### src/rtl/turf_trig_source_arbiter_if.sv
// Register-side bundle for the TURF trigger-source arbiter.
// master: register interface / trigger consumer side that drives the controls.
// slave : the arbiter itself.
interface turf_trig_source_arbiter_if #(
    parameter int N_SRC     = 4,
    parameter int HOLDOFF_W = 16,
    parameter int CNT_W     = 32
);
    logic [N_SRC-1:0]     trig_i;
    logic [N_SRC-1:0]     en_i;
    logic                 disable_i;
    logic                 busy_i;
    logic [HOLDOFF_W-1:0] holdoff_i;
    logic                 clr_i;
    logic [3:0]           cnt_sel_i;
    logic                 trig_o;
    logic [N_SRC-1:0]     trig_src_o;
    logic                 lost_o;
    logic [CNT_W-1:0]     cnt_o;
    logic [1:0]           state_o;

    modport master (
        output trig_i, en_i, disable_i, busy_i, holdoff_i, clr_i, cnt_sel_i,
        input  trig_o, trig_src_o, lost_o, cnt_o, state_o
    );

    modport slave (
        input  trig_i, en_i, disable_i, busy_i, holdoff_i, clr_i, cnt_sel_i,
        output trig_o, trig_src_o, lost_o, cnt_o, state_o
    );
endinterface

### src/rtl/turf_trig_source_arbiter.sv
// TURF trigger-source arbiter (CLK33 register domain).
// Combines N_SRC enable-masked trigger levels into a single accepted-trigger
// pulse with rising-edge qualification, busy/disable gating, a programmable
// holdoff, per-source accept counters and a saturating lost-trigger counter.
//
// Optional build macro TRIG_SRC_PRIORITY_EN: when defined, a simultaneous
// accept reports (and counts) only the lowest-index source; otherwise the
// full edge mask is reported and every source in it is counted.
//
// state | meaning
// ------+-----------------------------------------------------------
// IDLE  | waiting for an enabled edge; busy/disable gate checked here
// FIRE  | trig_o high for this single cycle; holdoff counter loaded
// HOLDOFF| dead time; counter decrements, exits on the cycle it reads 1
// RSVD  | unused encoding, recovers to IDLE on the next clock
module turf_trig_source_arbiter #(
    parameter int N_SRC     = 4,
    parameter int HOLDOFF_W = 16,
    parameter int CNT_W     = 32
) (
    input  logic clk_i,
    input  logic rst_n_i,
    turf_trig_source_arbiter_if.slave bus
);

    typedef enum logic [1:0] {
        ST_IDLE    = 2'd0,
        ST_FIRE    = 2'd1,
        ST_HOLDOFF = 2'd2,
        ST_RSVD    = 2'd3
    } state_t;

    state_t               state_q, state_d;
    logic [N_SRC-1:0]     trig_q;
    logic [N_SRC-1:0]     edge_q;
    logic [HOLDOFF_W-1:0] hold_q, hold_d;
    logic [N_SRC-1:0]     src_q, src_d;
    logic                 lost_q, lost_d;
    logic                 accept;
    logic                 any_edge;
    logic [N_SRC-1:0]     accept_mask;
    logic [CNT_W-1:0]     src_cnt_q [N_SRC];
    logic [CNT_W-1:0]     lost_cnt_q;
    logic [CNT_W-1:0]     cnt_q, cnt_d;

    // The enable is applied when the edge is captured, so a source masked at
    // the moment it rises cannot fire later while its level stays high.
    always_ff @(posedge clk_i or negedge rst_n_i) begin
        if (!rst_n_i) begin
            trig_q <= '0;
            edge_q <= '0;
        end else begin
            trig_q <= bus.trig_i;
            edge_q <= bus.trig_i & ~trig_q & bus.en_i;
        end
    end

    assign any_edge = |edge_q;

`ifdef TRIG_SRC_PRIORITY_EN
    // Isolate the lowest set bit: lowest source ID wins a simultaneous accept.
    assign accept_mask = edge_q & (~edge_q + N_SRC'(1));
`else
    assign accept_mask = edge_q;
`endif

    // FSM state, holdoff counter, latched source mask and lost pulse registers.
    always_ff @(posedge clk_i or negedge rst_n_i) begin
        if (!rst_n_i) begin
            state_q <= ST_IDLE;
            hold_q  <= '0;
            src_q   <= '0;
            lost_q  <= 1'b0;
        end else begin
            state_q <= state_d;
            hold_q  <= hold_d;
            src_q   <= src_d;
            lost_q  <= lost_d;
        end
    end

    // Next-state logic: gate only in IDLE, every edge outside IDLE is lost.
    always_comb begin
        state_d = state_q;
        hold_d  = hold_q;
        src_d   = src_q;
        lost_d  = 1'b0;
        accept  = 1'b0;
        case (state_q)
            ST_IDLE: begin
                if (any_edge) begin
                    if (!bus.disable_i && !bus.busy_i) begin
                        accept  = 1'b1;
                        src_d   = accept_mask;
                        state_d = ST_FIRE;
                    end else begin
                        lost_d = 1'b1;
                    end
                end
            end
            ST_FIRE: begin
                // holdoff_i is sampled only here; later changes are ignored.
                hold_d  = bus.holdoff_i;
                state_d = (bus.holdoff_i != '0) ? ST_HOLDOFF : ST_IDLE;
                lost_d  = any_edge;
            end
            ST_HOLDOFF: begin
                hold_d = hold_q - HOLDOFF_W'(1);
                // Leaving on the cycle the count reads 1 gives exactly
                // holdoff_i dead cycles after FIRE.
                if (hold_q <= HOLDOFF_W'(1)) begin
                    state_d = ST_IDLE;
                end
                lost_d = any_edge;
            end
            default: begin
                state_d = ST_IDLE;
                hold_d  = '0;
            end
        endcase
    end

    // Accept and lost counters; a clear wins over a same-cycle increment.
    always_ff @(posedge clk_i or negedge rst_n_i) begin
        if (!rst_n_i) begin
            for (int k = 0; k < N_SRC; k++) begin
                src_cnt_q[k] <= '0;
            end
            lost_cnt_q <= '0;
        end else if (bus.clr_i) begin
            for (int k = 0; k < N_SRC; k++) begin
                src_cnt_q[k] <= '0;
            end
            lost_cnt_q <= '0;
        end else begin
            for (int k = 0; k < N_SRC; k++) begin
                if (accept && accept_mask[k]) begin
                    src_cnt_q[k] <= src_cnt_q[k] + CNT_W'(1);
                end
            end
            // Once per rejection cycle regardless of how many sources edged.
            if (lost_d && (lost_cnt_q != '1)) begin
                lost_cnt_q <= lost_cnt_q + CNT_W'(1);
            end
        end
    end

    // Counter read mux; codes with no counter behind them read 0.
    always_comb begin
        cnt_d = '0;
        for (int k = 0; k < N_SRC; k++) begin
            if (bus.cnt_sel_i == 4'(k)) begin
                cnt_d = src_cnt_q[k];
            end
        end
        if (bus.cnt_sel_i == 4'hF) begin
            cnt_d = lost_cnt_q;
        end
    end

    // Registered readback of the selected counter.
    always_ff @(posedge clk_i or negedge rst_n_i) begin
        if (!rst_n_i) begin
            cnt_q <= '0;
        end else begin
            cnt_q <= cnt_d;
        end
    end

    assign bus.trig_o     = (state_q == ST_FIRE);
    assign bus.trig_src_o = src_q;
    assign bus.lost_o     = lost_q;
    assign bus.cnt_o      = cnt_q;
    assign bus.state_o    = state_q;

endmodule

### src/flat_wrapper.sv
// flat-port wrapper written by rule: the top's interface ports become plain ports
module turf_trig_source_arbiter_flat 
#(
    parameter int N_SRC     = 4,
    parameter int HOLDOFF_W = 16,
    parameter int CNT_W     = 32
)
  (clk_i, rst_n_i, bus_trig_i, bus_en_i, bus_disable_i, bus_busy_i, bus_holdoff_i, bus_clr_i, bus_cnt_sel_i, bus_trig_o, bus_trig_src_o, bus_lost_o, bus_cnt_o, bus_state_o);
  turf_trig_source_arbiter_if #(.N_SRC(N_SRC), .HOLDOFF_W(HOLDOFF_W), .CNT_W(CNT_W)) bus_i ();
  input  logic clk_i;
  input  logic rst_n_i;
  input wire logic [$bits(bus_i.trig_i)-1:0] bus_trig_i;
  input wire logic [$bits(bus_i.en_i)-1:0] bus_en_i;
  input wire logic [$bits(bus_i.disable_i)-1:0] bus_disable_i;
  input wire logic [$bits(bus_i.busy_i)-1:0] bus_busy_i;
  input wire logic [$bits(bus_i.holdoff_i)-1:0] bus_holdoff_i;
  input wire logic [$bits(bus_i.clr_i)-1:0] bus_clr_i;
  input wire logic [$bits(bus_i.cnt_sel_i)-1:0] bus_cnt_sel_i;
  output wire logic [$bits(bus_i.trig_o)-1:0] bus_trig_o;
  output wire logic [$bits(bus_i.trig_src_o)-1:0] bus_trig_src_o;
  output wire logic [$bits(bus_i.lost_o)-1:0] bus_lost_o;
  output wire logic [$bits(bus_i.cnt_o)-1:0] bus_cnt_o;
  output wire logic [$bits(bus_i.state_o)-1:0] bus_state_o;
  assign bus_i.trig_i = bus_trig_i;
  assign bus_i.en_i = bus_en_i;
  assign bus_i.disable_i = bus_disable_i;
  assign bus_i.busy_i = bus_busy_i;
  assign bus_i.holdoff_i = bus_holdoff_i;
  assign bus_i.clr_i = bus_clr_i;
  assign bus_i.cnt_sel_i = bus_cnt_sel_i;
  assign bus_trig_o = bus_i.trig_o;
  assign bus_trig_src_o = bus_i.trig_src_o;
  assign bus_lost_o = bus_i.lost_o;
  assign bus_cnt_o = bus_i.cnt_o;
  assign bus_state_o = bus_i.state_o;
  turf_trig_source_arbiter #(.N_SRC(N_SRC), .HOLDOFF_W(HOLDOFF_W), .CNT_W(CNT_W)) u_core (.clk_i(clk_i), .rst_n_i(rst_n_i), .bus(bus_i));
endmodule
### config.mk
export PLATFORM = sky130hd
export DESIGN_NAME = turf_trig_source_arbiter_flat
export DESIGN_NICKNAME = d
export VERILOG_FILES = /design/src/rtl/turf_trig_source_arbiter_if.sv /design/src/rtl/turf_trig_source_arbiter.sv /design/src/flat_wrapper.sv
export SDC_FILE = /design/constraint.sdc
export NUM_CORES = 1
export LEC_CHECK = 0
export ABC_AREA = 0
export CORE_AREA = 10 10 164 166
export CTS_CLUSTER_SIZE = 20
export DETAILED_ROUTE_END_ITERATION = 8
export DIE_AREA = 0 0 174 176
export GPL_ROUTABILITY_DRIVEN = 1
export GPL_TIMING_DRIVEN = 0
export PLACE_DENSITY = 0.7
export SLEW_MARGIN = 5
export SYNTH_ARGS = -nofsm -noshare
export SYNTH_HDL_FRONTEND = slang
export SYNTH_SLANG_ARGS = --single-unit
### constraint.sdc
create_clock -name clk_i -period 2.7 [get_ports clk_i]
set_input_delay 0.675 -clock clk_i [delete_from_list [all_inputs] [get_ports clk_i]]
set_output_delay 0.675 -clock clk_i [all_outputs]
set_load 0.01 [all_outputs]
Word-level counts from Yosys, hierarchy flattened --
Index checks and enable logic that the tools add are counted.
Word-level totals: register bits 223, bits of input ports 33, output and inout port bits 40, word-level logic and storage cells 76
Cells by class: add/subtract/negate cells 6, magnitude comparators 1, equal/unequal tests 10, muxes and demuxes 24, bitwise operators 3, reductions and logical operators 20
Operator list (number):
- $mux W32 | 11
- $add A32 B1 Y32 const B | 5
- $mux W128 | 1
- $pmux W16 S3 | 1
- $ne A32 B32 Y1 const B | 1
- $le A16 B1 Y1 const B | 1
- $reduce_bool A16 Y1 | 1
- $sub A16 B1 Y16 const B | 1
- $reduce_bool A2 Y1 | 5
- $and A4 B4 Y4 | 2
- $eq A4 B2 Y1 const B | 2
- $mux W2 | 4
- $logic_and A1 B1 Y1 | 6
- $ne A2 B1 Y1 const B | 3
- $pmux W2 S3 | 1
- $reduce_and A3 Y1 | 2
- $mux W1 | 5
- $eq A4 B1 Y1 const B | 1
- $eq A4 B4 Y1 const B | 1
- $logic_not A4 Y1 | 1
- $not A4 Y4 | 1
- $reduce_or A4 Y1 | 1
- $eq A2 B1 Y1 const B | 1
- $eq A2 B2 Y1 const B | 1
- other kinds (4) | 5

Logic depth before layout (Yosys ltp) --
Gate-level depths: netlist (run 1).
depth in word-level cells 8, depth in mapped cells 9, mapped depth without buffers 7

Worst setup path before layout (run 1) --
No wires, ideal clock.
kind in2reg, from in bus_disable_i, to reg u_core.src_cnt_q[119] in the netlist's numbering, library setup time 0.132 ns, data arrival time 2.249 ns, required time 2.568 ns, path slack 0.320 ns, cell stages on the path 8, buffers on the path 3, path through buf_2 -> nand4bb_1 -> buf_2 -> a2111o_1 -> buf_6 -> nor4_1 -> xnor2_1 -> nor2_1
On the way: cells in the longest elaborated chain, start to end 7
Ends and longest elaborated chain:
- from (decl) | line flat_wrapper.sv:14 | input wire logic [$bits(bus_i.disable_i)-1:0] bus_disable_i;
- $logic_not A1 Y1 | line turf_trig_source_arbiter.sv:92 | if (!bus.disable_i && !bus.busy_i) begin
- $logic_and A1 B1 Y1 | line turf_trig_source_arbiter.sv:92
- $mux W1 | line turf_trig_source_arbiter.sv:92
- $mux W1 | line turf_trig_source_arbiter.sv:91 | if (any_edge) begin
- $mux W1 | line turf_trig_source_arbiter.sv:89 | case (state_q)
- $logic_and A1 B1 Y1 | line turf_trig_source_arbiter.sv:137 | if (accept && accept_mask[k]) begin
- $reduce_bool A2 Y1 (no line)
- to (signal, indexed assignment) | line turf_trig_source_arbiter.sv:138 | src_cnt_q[k] <= src_cnt_q[k] + CNT_W'(1);
- to (decl) | line turf_trig_source_arbiter.sv:42 | logic [CNT_W-1:0] src_cnt_q [N_SRC];
No other way between the ends. A chain may end at the register's enable or synchronous reset.

Final worst setup path (run 1) --
from in bus_clr_i, to reg u_core.src_cnt_q[8] in the netlist's numbering
On the way: cells in the longest elaborated chain, start to end 1, elaborated cells on any way between the ends 2, classes of those cells mux: 1; reduce/logical: 1
Ends and longest elaborated chain:
- from (decl) | line flat_wrapper.sv:17 | input wire logic [$bits(bus_i.clr_i)-1:0] bus_clr_i;
- $mux W128 or $reduce_bool A2 Y1 (tied branches)
Parallel ways exist; a longest one is shown, timed or not.

==> results of run 1 <==
-- Yosys cell counts, types with 11 or more instances --
library cell	instances
dfrtp_1	223
nor2_1	157
nand2_1	136
a21oi_1	94
o21ai_0	80
xnor2_1	61
nand3_1	60
clkbuf_1	55
nand4_1	49
or3_1	35
inv_1	33
nor4_1	33
nor3_1	29
xor2_1	28
and4_1	24
o31ai_1	21
or4_1	21
and3_1	19
a31oi_1	17
o2bb2ai_1	16
a2bb2oi_1	14
ha_1	11
-- report_power, final --
part	switching, mW	total [mW]	internal [mW]
logic	1.19	2.00	0.810
clock network	1.39	3.58	2.20
registers	0.172	3.70	3.53
-- cells by family after synthesis --
group,count (synthesis),share of synthesized area
AO/OA/AOI/OAI,293,0.1510
AND/OR/NAND/NOR,615,0.2662
buffers and inverters,110,0.03751
multiplexers,8,0.007150
flip-flops,223,0.4622
adder cells (fa/ha/maj),11,0.01140
XOR/XNOR,89,0.06456
-- registers in the layout (all words and copies together) (netlist names) --
register	flops
u_core.bus.trig_src_o	4
u_core.bus.state_o	2
u_core.lost_cnt_q	32
u_core.bus.cnt_o	32
u_core.accept_mask	4
u_core.hold_q	16
u_core.bus.lost_o	1
u_core.trig_q	4
u_core.src_cnt_q	128
-- worst min path at each step --
stage | startpoint | end | slack [ps] | cells after the start
floorplan | rst_n_i | u_core.accept_mask[0]$_DFF_PN0_ | 380 | 0
global placement | u_core.trig_q[3]$_DFF_PN0_ | u_core.accept_mask[3]$_DFF_PN0_ | 380 | 1
detailed placement | u_core.trig_q[0]$_DFF_PN0_ | u_core.accept_mask[0]$_DFF_PN0_ | 380 | 1
CTS | rst_n_i | u_core.lost_cnt_q[14]$_DFFE_PN0P_ | 250 | 1
global route | rst_n_i | u_core.lost_cnt_q[14]$_DFFE_PN0P_ | 280 | 1
finish | rst_n_i | u_core.lost_cnt_q[14]$_DFFE_PN0P_ | 190 | 1
-- repair_timing --
item | CTS | global route
resized for setup | 16 | 16
setup buffers | 2 | 5
setup endpoints to repair | 171 | 71
pin swaps | 1 | 4
-- worst register-to-register path, delay by kind of cell, from the launching register on --
kind            cells  cell delay [ps]
flops               1              410
buf+inv             2              570
simple gates        4             1200
fa+ha+maj           1              170
compound gates      1              140
-- metrics by stage --
stage	setup TNS (ps)	instance area [um2]	instances
after floorplan	0	12070	1349
after global placement	-2073120	13170	1742
after detailed placement	-155500	13200	1743
after CTS	0	14140	1791
after global routing	-11.61	14230	1796
final	0	14230	1796
-- cells in the final DEF (no fill, tap or decap), types with 28 or more instances in the layout --
cell type	instances
a21oi_1	94
clkbuf_1	52
clkdlybuf4s50_1	68
dfrtp_1	223
inv_1	32
nand2_1	136
nand3_1	60
nand4_1	49
nor2_1	157
nor4_1	31
o21ai_0	80
or3_1	35
xnor2_1	61
xor2_1	28
-- per-layer routing --
metal,global-route usage,up-vias,routed length [um]
met3,0.03738,71,3124
li1,-,5110,-
met1,0.3248,5308,15570
met5,0,-,0
met4,0.06377,0,879
met2,0.3665,485,16460
-- cell type report --
type / count / area share
multi-input cells: 1016 / 0.4301
repair buffers: 77 / 0.05452
plain buffers: 77 / 0.02436
clock buffers: 39 / 0.05558
inverters: 33 / 0.008706
clock inverters: 7 / 0.005980
well taps: 324 / 0.02849
flip-flops and latches: 223 / 0.3922
==> results.sh, run 1 <==
export IMPL_status="completed"
export IMPL_die_x_um=174
export IMPL_cpMostUsedCell="clkbuf_1"
export IMPL_clk_pin_slew_ps=60
export IMPL_drc=0
export IMPL_n_antenna_cell=0
export IMPL_startpoint="bus_clr_i"
export IMPL_grt_pass1_wl_um=58260
export IMPL_cts_num_sinks=223
export IMPL_critPathKind="in -> reg"
export IMPL_worst_ir_drop_vdd_mv=0.6795
export IMPL_p_leak_nw=5.646
export IMPL_die_area_mm2=0.03062
export IMPL_cts_tree="yes"
export IMPL_drive_gt1_frac=0.08288
export IMPL_endpoint_kind="flip-flop"
export IMPL_netlist_area_leader_share=0.4622
export IMPL_io_buffers=69
export IMPL_pre_cts_slack_ps=-1350
export IMPL_crit_end="u_core.src_cnt_q[8]$_DFFE_PN0P_"
export IMPL_via_count=10974
export IMPL_arrival_ps=3070
export IMPL_critPathTopFamily="buffers and inverters"
export IMPL_grt_max_degree=114
export IMPL_yosysWarnings=0
export IMPL_core_mm2=0.02382
export IMPL_maxCapViolCount=0
export IMPL_ff2ff_setup_slack_ps=140
export IMPL_postRouteAntennaNets=0
export IMPL_root_buffer="clkbuf_16"
export IMPL_synth_cell_area_mm2=0.01207
export IMPL_hpwl_um=26050
export IMPL_timing_rr_end="u_core.src_cnt_q[31]$_DFFE_PN0P_"
export IMPL_synth_area_leaders="dfrtp_1, nor2_1, xnor2_1"
export IMPL_cts_buffer_depth=3
export IMPL_postSynth_asyncResetShare=1.000
export IMPL_postCtsHoldBufs=0
export IMPL_whs_ps=194.7
export IMPL_grt_overflow=0
export IMPL_path_depth=5
export IMPL_gp_congestion=0.9284
export IMPL_clock_fmax_mhz=372.4
export IMPL_avgSynthCellArea_um2=8.950
export IMPL_grtUsageTotal=0.2318
export IMPL_boundaryPins=73
export IMPL_period_needed_ps=2685
export IMPL_synth_seq_cells=223
export IMPL_relSlewSlack=0.3964
export IMPL_slew_violations=0
export IMPL_hold_class="in -> async"
export IMPL_setup_viol=0
export IMPL_nFillCells=2088
export IMPL_required_ps=3080
export IMPL_ys_flop_type="dfrtp_1"
export IMPL_r2r_start="u_core.bus.state_o[0]$_DFFE_PN0P_"
export IMPL_cp_start_kind="primary input"
export IMPL_syn_inst=1349
export IMPL_rr_worst_depth=8
export IMPL_cp_max_fo=10
export IMPL_clock_skew_ps=15.19
export IMPL_powerDensity_mw_per_mm2=652.6
export IMPL_cpPeakStageDelay_ps=760
export IMPL_antenna_found_initial=0
export IMPL_setup_slack_ps=14.58
export IMPL_die_height_um=176
export IMPL_clkLatencyLatePin_ps=530
export IMPL_cts_inserted_buffers=26
export IMPL_synth_edf_count=0
export IMPL_drt_initial_drc_count=1177
export IMPL_initial_utilization=0.5069
export IMPL_nets=1498
export IMPL_ys_types=69
export IMPL_crit_buf_inv=4
export IMPL_seq_area_frac_synth=0.4622
export IMPL_tightest_slew_ps=905.4
export IMPL_crit_slowest_cell="clkdlybuf4s50_1"
export IMPL_final_core_util=0.5973
export IMPL_multiInputGateArea_mm2=0.006120
export IMPL_drt_first_pass_iters=7
export IMPL_synth_nets=1393
export IMPL_path_cells="clkdlybuf4s50_1, clkbuf_2, clkbuf_1, clkbuf_1, a21oi_1"
export IMPL_total_power_mw=9.285
export IMPL_avgRoutedWirePerCell_um=20.07
export IMPL_regArea_mm2=0.005580
export IMPL_synthToLayoutAreaGrowth_pct=17.83
export IMPL_drt_wl_total_um=36040
export IMPL_viasPerCell=6.110
export IMPL_hold_violations=0
export IMPL_yosys_area_top_type="dfrtp_1"
export IMPL_fin_crit_sh=0.9946
export IMPL_grt_pass1_vias=10510
export IMPL_cts_htree_levels=1
export IMPL_num_rows=57
No activity file was read; power rests on OpenSTA's default activity.
==> run 2, diff against run 1 <==
CTS_CLUSTER_SIZE = 25   (was 20)
==> results of run 2 <==
The final DEF is identical to that of run 1; final timing and power are the same.
